File: src/rtl/multisim_arb_pkg.sv
// Shared types and helpers for the multisim
// pull-side arbiters.
package multisim_arb_pkg;

  typedef enum logic {
    ARB_IDLE,
    ARB_GRANTED
  } multisim_arb_state_e;

  function automatic int id_width(input int n);
    return (n > 1) ? $clog2(n) : 1;
  endfunction

endpackage

File: src/rtl/multisim_rr_picker.sv
// Round-robin picker: first set request at
// or after ptr, wrapping past the top index.
module multisim_rr_picker
  import multisim_arb_pkg::*;
#(
  parameter int NUM_REQ = 4,
  localparam int IW = id_width(NUM_REQ)
) (
  input  logic [NUM_REQ-1:0] req,
  input  logic [IW-1:0]      ptr,
  output logic               found,
  output logic [IW-1:0]      idx
);

  // Scan high offset to low so the nearest
  // request to ptr is the one left standing.
  always_comb begin
    logic [IW:0] pos;
    found = 1'b0;
    idx   = '0;
    pos   = '0;
    for (int k = NUM_REQ - 1; k >= 0; k--) begin
      pos = {1'b0, ptr} + (IW+1)'(k);
      if (pos >= (IW+1)'(NUM_REQ))
        pos = pos - (IW+1)'(NUM_REQ);
      if (req[pos[IW-1:0]]) begin
        found = 1'b1;
        idx   = pos[IW-1:0];
      end
    end
  end

endmodule

File: src/rtl/multisim_pull_rr_arbiter.sv
// Shares one pull-client stream among NUM_REQ
// consumers, round-robin with a burst cap.
module multisim_pull_rr_arbiter
  import multisim_arb_pkg::*;
#(
  parameter int NUM_REQ    = 4,
  parameter int DATA_WIDTH = 64,
  parameter int BURST_MAX  = 4,
  parameter int CNT_WIDTH  = 16,
  localparam int IW = id_width(NUM_REQ)
) (
  input  logic                         clk,
  input  logic                         rst_n,
  input  logic                         enable,
  input  logic                         src_vld,
  input  logic [DATA_WIDTH-1:0]        src_data,
  output logic                         src_rdy,
  input  logic [NUM_REQ-1:0]           req,
  input  logic [NUM_REQ-1:0]           dst_rdy,
  output logic [NUM_REQ-1:0]           dst_vld,
  output logic [DATA_WIDTH-1:0]        dst_data,
  output logic                         grant_vld,
  output logic [IW-1:0]                grant_id,
  output logic [NUM_REQ*CNT_WIDTH-1:0] beat_cnt
);

  localparam int BW = id_width(BURST_MAX) + 1;

  multisim_arb_state_e state_q;
  logic [IW-1:0]        gid_q;
  logic [IW-1:0]        ptr_q;
  logic [BW-1:0]        burst_q;
  logic [CNT_WIDTH-1:0] cnt_q [NUM_REQ];

  logic          granted;
  logic          xfer;
  logic          last_beat;
  logic          rel;
  logic          pick_found;
  logic [IW-1:0] pick_idx;
  logic [IW-1:0] ptr_nxt;

  multisim_rr_picker #(
    .NUM_REQ (NUM_REQ)
  ) u_picker (
    .req   (req),
    .ptr   (ptr_q),
    .found (pick_found),
    .idx   (pick_idx)
  );

  assign granted   = (state_q == ARB_GRANTED);
  assign src_rdy   = granted & enable
                   & dst_rdy[gid_q];
  assign xfer      = src_vld & src_rdy;
  assign last_beat = xfer &&
    (burst_q == BW'(BURST_MAX - 1));
  assign rel       = granted &&
    (last_beat || !req[gid_q]);
  assign ptr_nxt   =
    (gid_q == IW'(NUM_REQ - 1)) ? '0
                                : gid_q + IW'(1);

  assign dst_data  = src_data;
  assign grant_vld = granted;
  assign grant_id  = gid_q;

  // Steer the client valid to the grantee only.
  always_comb begin
    dst_vld = '0;
    if (granted && enable && src_vld)
      dst_vld[gid_q] = 1'b1;
  end

  // Grant FSM: pick, hold for a burst, release
  // through one IDLE cycle.
  always_ff @(posedge clk or negedge rst_n) begin
    if (!rst_n) begin
      state_q <= ARB_IDLE;
      gid_q   <= '0;
      ptr_q   <= '0;
      burst_q <= '0;
    end else begin
      unique case (state_q)
        ARB_IDLE: begin
          if (enable && pick_found) begin
            state_q <= ARB_GRANTED;
            gid_q   <= pick_idx;
            burst_q <= '0;
          end
        end
        ARB_GRANTED: begin
          if (xfer)
            burst_q <= burst_q + BW'(1);
          if (rel) begin
            state_q <= ARB_IDLE;
            ptr_q   <= ptr_nxt;
          end
        end
        default: state_q <= ARB_IDLE;
      endcase
    end
  end

  // Per-consumer beat counters, free-wrapping.
  always_ff @(posedge clk or negedge rst_n) begin
    if (!rst_n) begin
      for (int i = 0; i < NUM_REQ; i++)
        cnt_q[i] <= '0;
    end else if (xfer) begin
      cnt_q[gid_q] <= cnt_q[gid_q]
                    + CNT_WIDTH'(1);
    end
  end

  for (genvar i = 0; i < NUM_REQ; i++) begin : g_cnt
    assign beat_cnt[i*CNT_WIDTH +: CNT_WIDTH] =
      cnt_q[i];
  end

endmodule

File: config.mk
export PLATFORM = sky130hd
export DESIGN_NAME = multisim_pull_rr_arbiter
export DESIGN_NICKNAME = d
export VERILOG_FILES = /design/src/rtl/multisim_arb_pkg.sv /design/src/rtl/multisim_rr_picker.sv /design/src/rtl/multisim_pull_rr_arbiter.sv
export SDC_FILE = /design/constraint.sdc
export NUM_CORES = 1
export LEC_CHECK = 0
export ABC_CLOCK_PERIOD_IN_PS = 2900
export CAP_MARGIN = 20
export CORE_ASPECT_RATIO = 1.25
export CORE_MARGIN = 2
export CORE_UTILIZATION = 40
export DETAILED_ROUTE_END_ITERATION = 8
export GPL_TIMING_DRIVEN = 0
export PLACE_DENSITY_LB_ADDON = 0.25
export SETUP_SLACK_MARGIN = 0.3
export SYNTH_ARGS = -nofsm -noshare
export SYNTH_HDL_FRONTEND = slang
export SYNTH_SLANG_ARGS = --single-unit
File: constraint.sdc
create_clock -name clk -period 2.9 [get_ports clk]
set_input_delay 0.435 -clock clk [delete_from_list [all_inputs] [get_ports clk]]
set_output_delay 0.435 -clock clk [all_outputs]
set_load 0.1 [all_outputs]
# Word level (Yosys, flattened, before mapping)
# Cells that the tools add are included.
# classes
eq_ne	4
add_sub_neg	10
reduce_logical	12
magnitude_cmp	12
n_mux	40
bitwise	5
# ops
operator	n
64-bit bitwise mux	1
16-bit two-way mux	3
16-bit binary-select mux with 2-bit select	1
16-bit demux with 2-bit select	1
2-bit two-way mux	9
16-bit by 1-bit adder with 16-bit output, second input constant	1
2-bit by 3-bit < comparator with 1-bit output, second input constant	5
1-bit two-way mux	13
1-bit binary-select mux with 2-bit select	6
3-bit >= comparator, second input constant	4
2-bit by 1-bit subtractor with 2-bit output, second input constant	4
1-bit logical AND	7
2-bit by 2-bit adder with 3-bit output, second input constant	2
3-bit two-way mux	2
3-bit one-hot mux with 2 select lines	1
2-bit AND reduction	3
4-bit two-way mux	1
2-bit by 1-bit adder with 3-bit output, second input constant	1
3-bit by 1-bit adder with 3-bit output, second input constant	1
1-bit AND	3
3-bit by 2-bit == test with 1-bit output, second input constant	1
2-bit by 3-bit >= comparator with 1-bit output, second input constant	1
3-bit by 1-bit < comparator with 1-bit output, second input constant	1
2-bit inverter with 3-bit output	1
other kinds (10)	10
# totals
out_inout_bits	136
regBits	72
word_cells	91
input_bits	76

# Depth between registers and ports, before layout
# logic_depth
word_depth	12
depth_mapped	8
ltp_nobuf	6

# By module
# Synthesis repeated with hierarchy kept, for this count alone.
# unflattened
hier_cells	379
hier_area_um2	4035.1
# modules_own_cells
mod	seq_area_each_um2	cells_each	instances	area_each_um2
multisim_pull_rr_arbiter	1801.7	366	1	3957.5
multisim_rr_picker	0.0	13	1	77.6

# Worst setup path before layout
# OpenSTA, ideal clock, no wires.
# synth_timing
path_kind	reg2reg
from	register state_q (netlist: grant_vld)
to	register cnt_q, in the netlist beat_cnt[15]
required_ns	2.774
t_arrival_ns	2.808
setup_slack_ns	-0.034
synth_period_minus_slack_ns	2.934
stages_incl_launch_ff	7
n_path_buf	2
setup_ns	0.126
path_cell_list	dfrtp_1 -> and3_1 -> clkbuf_1 -> and2_1 -> nand2_1 -> buf_2 -> mux2_2
# synth_via
elab_chain_len	3
# synth_lines
item	line	text
start: declaration	multisim_pull_rr_arbiter.sv:29	multisim_arb_state_e state_q;
start signal: assignment	multisim_pull_rr_arbiter.sv:79	state_q <= ARB_IDLE;
start signal: assignment	multisim_pull_rr_arbiter.sv:87	state_q <= ARB_GRANTED;
start signal: assignment	multisim_pull_rr_arbiter.sv:96	state_q <= ARB_IDLE;
1-bit AND	multisim_pull_rr_arbiter.sv:53	assign src_rdy = granted & enable
1-bit AND	multisim_pull_rr_arbiter.sv:54	& dst_rdy[gid_q];
1-bit AND	multisim_pull_rr_arbiter.sv:55	assign xfer = src_vld & src_rdy;
end signal: indexed assignment	multisim_pull_rr_arbiter.sv:111	cnt_q[gid_q] <= cnt_q[gid_q]
end: declaration	multisim_pull_rr_arbiter.sv:33	logic [CNT_WIDTH-1:0] cnt_q [NUM_REQ];
# Every way passes these cells.
# A chain may end at the register's enable or synchronous reset.

# Worst setup path after layout
# layout_timing
from	input enable
to	output dst_vld[0]
# layout_via
elab_chain_len	3
# layout_lines
item	line	text
start: declaration	multisim_pull_rr_arbiter.sv:14	input logic enable,
1-bit logical AND (2 in series)	multisim_pull_rr_arbiter.sv:71	if (granted && enable && src_vld)
4-bit two-way mux	multisim_pull_rr_arbiter.sv:71	
end: declaration	multisim_pull_rr_arbiter.sv:20	output logic [NUM_REQ-1:0] dst_vld,
# Every way passes these cells.

==> impl_metrics.tcl <==
set metrics [dict create \
    syn-num-nets 465 \
    drive_gt1_share_pct 24.8 \
    rrSetupSlack_ns 0.48 \
    fin_crit_sh_pct 87.6 \
    setup_viol 0 \
    start_util_pct 41.4 \
    ys_ff_latch 72 \
    dr.pass1.iters 4 \
    cts_buffer_depth 2 \
    critPathMaxFanout 8 \
    async_flop_share_pct 100 \
    crit_start "enable" \
    grt_pass1_wl_mm 17.6 \
    n_antenna_cell 0 \
    cp.arrival_ns 2.10 \
    max_cap_viol_count 0 \
    globalRouteTotalUtil_pct 21.3 \
    final-hold-violation-count 0 \
    timing.final.ws_setup_ns 0.360 \
    slowest_delay_ns 0.55 \
    die_w_um 93.6 \
    nets 624 \
    cts_tree "yes" \
    wl_per_cell_um 17.2 \
    yosysWarnings 0 \
    fin_setup_tns_ns 0 \
    synth_area_per_cell_um2 10.5 \
    place_hpwl_mm 8.54 \
    power_density_nw_per_um2 704 \
    synthFlopType "dfrtp_1" \
    path_cells "clkdlybuf4s50_1, and3_1, clkbuf_1, and2_2, clkdlybuf4s15_2" \
    routed_via_density 5.16 \
    final_cell_mix "141 x clkdlybuf4s50_1, 70 x dfrtp_1, 68 x nand2_1" \
    worstMarginPinSlew_ns 1.03 \
    rows 40 \
    timing.final.crit_period_ns 2.54 \
    status "completed" \
    fin_worst_skew_ns 0.00476 \
    cp-end-kind "primary output" \
    syn_area_um2 4020 \
    wl_mm 11.6 \
    path_clk_slew_ns 0.05 \
    slew_headroom_pct 30.9 \
    final_max_slew_viol_count 0 \
    postRouteAntennaNets 0 \
    coreArea_um2 9710 \
    antenna_found_initial 0 \
    drt_iter0_markers 211 \
    grt_overflow 0 \
    vdd_drop_max_v 0.000730 \
    cpMaxStageDelayCell "clkdlybuf4s15_2" \
    routed.top_layer "met4" \
    synthCells 382 \
    layout_commonest_cell "clkdlybuf4s50_1" \
    r2r.worst_path.cells 7 \
    worstPathRequired_ns 2.47 \
    fp.dieH_um 116 \
    grt_max_degree 73 \
    ys_seq_area_share_pct 44.9 \
    htreeDepth 3 \
    wl_met2_mm 6.01 \
    dp_slack_ns -0.207 \
    min_path_type "input port to asynchronous set/reset pin" \
    drt-met1-wl_mm 4.29 \
    rr_startpoint "grant_id[0]" \
    cts.sinks 72 \
    synth-edff-count 0 \
    die_area_um2 10900 \
    synth.distinct_cells 36 \
    cts-root-buf "clkbuf_16" \
    grt_pass1_vias 3436 \
    grt_setup_unrepaired "false" \
    port_buffers 147 \
    cts_buffers 9 \
    crit_type "input port to primary output" \
    timing.rr.end "beat_cnt[14]" \
    via_count 3460 \
    area_growth_pct 48.3 \
    ioPinCount 212 \
    globalplace.congestion 0.792 \
    p_leak_nw 2.54 \
    drc 0 \
    start_kind "input port" \
    wl_met3_mm 1.13 \
    worstSkewPairLatency_ns 0.33 \
    fmax_ghz 0.394 \
]
-- metrics by stage --
stage               total power [W]  cells  util [%]  area, um^2  hold WS [ns]
floorplan                   0.00268    382         -        4020         0.139
global placement            0.00311    655      58.2        5650         0.482
detailed placement          0.00314    655      58.2        5650         0.495
CTS                         0.00422    670      61.2        5940         0.265
global route                0.00436    671      61.3        5950         0.298
finish                      0.00419    671      61.3        5950         0.208
-- repair_timing --
action                     CTS  global route
hold buffers                 0             0
setup endpoints to repair    5             3
resized for setup           15             5
gates cloned                 0             0
setup buffers                0             1
-- sequential cells by signal (all words and copies together) (netlist names) --
register,cells
beat_cnt,64
grant_id,2
ptr_q,2
burst_q,3
grant_vld,1
-- final cells by class --
| cell class | count | area (um^2) |
|---|---|---|
| Inverter | 5 | 18.8 |
| Timing Repair Buffer | 148 | 1480 |
| Multi-Input combinational cell | 224 | 1620 |
| Buffer | 81 | 584 |
| Clock buffer | 11 | 243 |
| Sequential cell | 72 | 1800 |
| Fill cell | 822 | 3750 |
| Clock inverter | 4 | 45.0 |
| Tap cell | 126 | 158 |
-- synthesized netlist by cell type, drive strengths merged (2+ instances only) --
cell    count  area [um^2]
inv         5         18.8
mux4       18          409
nor2        4         15.0
nand3      10         62.6
and4        4         40.0
nor3        2         15.0
xnor2       7         61.3
o21ai      60          300
buf        70          523
and2        5         31.3
nand2      69          262
a21oi       4         20.0
and3        3         18.8
mux2       10          113
nand4       6         43.8
dfrtp      72         1800
ha          7         87.6
nor4        2         25.0
xor2        7         61.3
clkbuf     11         61.3
-- kinds of logic after synthesis --
| logic type | after synthesis | share of synthesized area, % |
|---|---|---|
| DFF | 72 | 44.9 |
| xor gates and xnor gates | 14 | 3.05 |
| AOI/OAI and AO/OA | 67 | 8.54 |
| adders and majority gates | 7 | 2.18 |
| buffers and inverters | 86 | 15.0 |
| and+or+nand+nor | 107 | 13.1 |
| muxes | 29 | 13.2 |
-- power breakdown --
part	total [W]	switching (W)	internal, W	leakage (nW)
Sequential	0.00120	0.0000974	0.00110	0.987
Combinational	0.00192	0.00135	0.000565	1.40
Clock	0.00108	0.000397	0.000679	0.145
Total	0.00419	0.00185	0.00234	2.54
-- per-layer routing --
layer  GRT usage (%)  up-vias
met3            4.94       11
li1                -     1580
met1            25.9     1692
met2            36.2      177
met5               0        -
met4            9.47        0
-- critical path, delay by kind of cell --
kind,cells,cell delay [ns]
buffers and inverters,3,1.29
and+or+nand+nor,2,0.37
-- worst max-delay path by stage --
| stage | endpoint | slack (ns) | cells past startpoint |
|---|---|---|---|
| floorplan | beat_cnt[15] | 0.30 | 6 |
| finish | dst_vld[0] | 0.36 | 5 |
| global placement | grant_id[1] | -1.21 | 1 |
| CTS | src_rdy | 0.14 | 4 |
| detailed placement | dst_vld[2] | -0.21 | 5 |
| global route | dst_vld[1] | 0.30 | 5 |
Power figures use the tool's default switching activity.
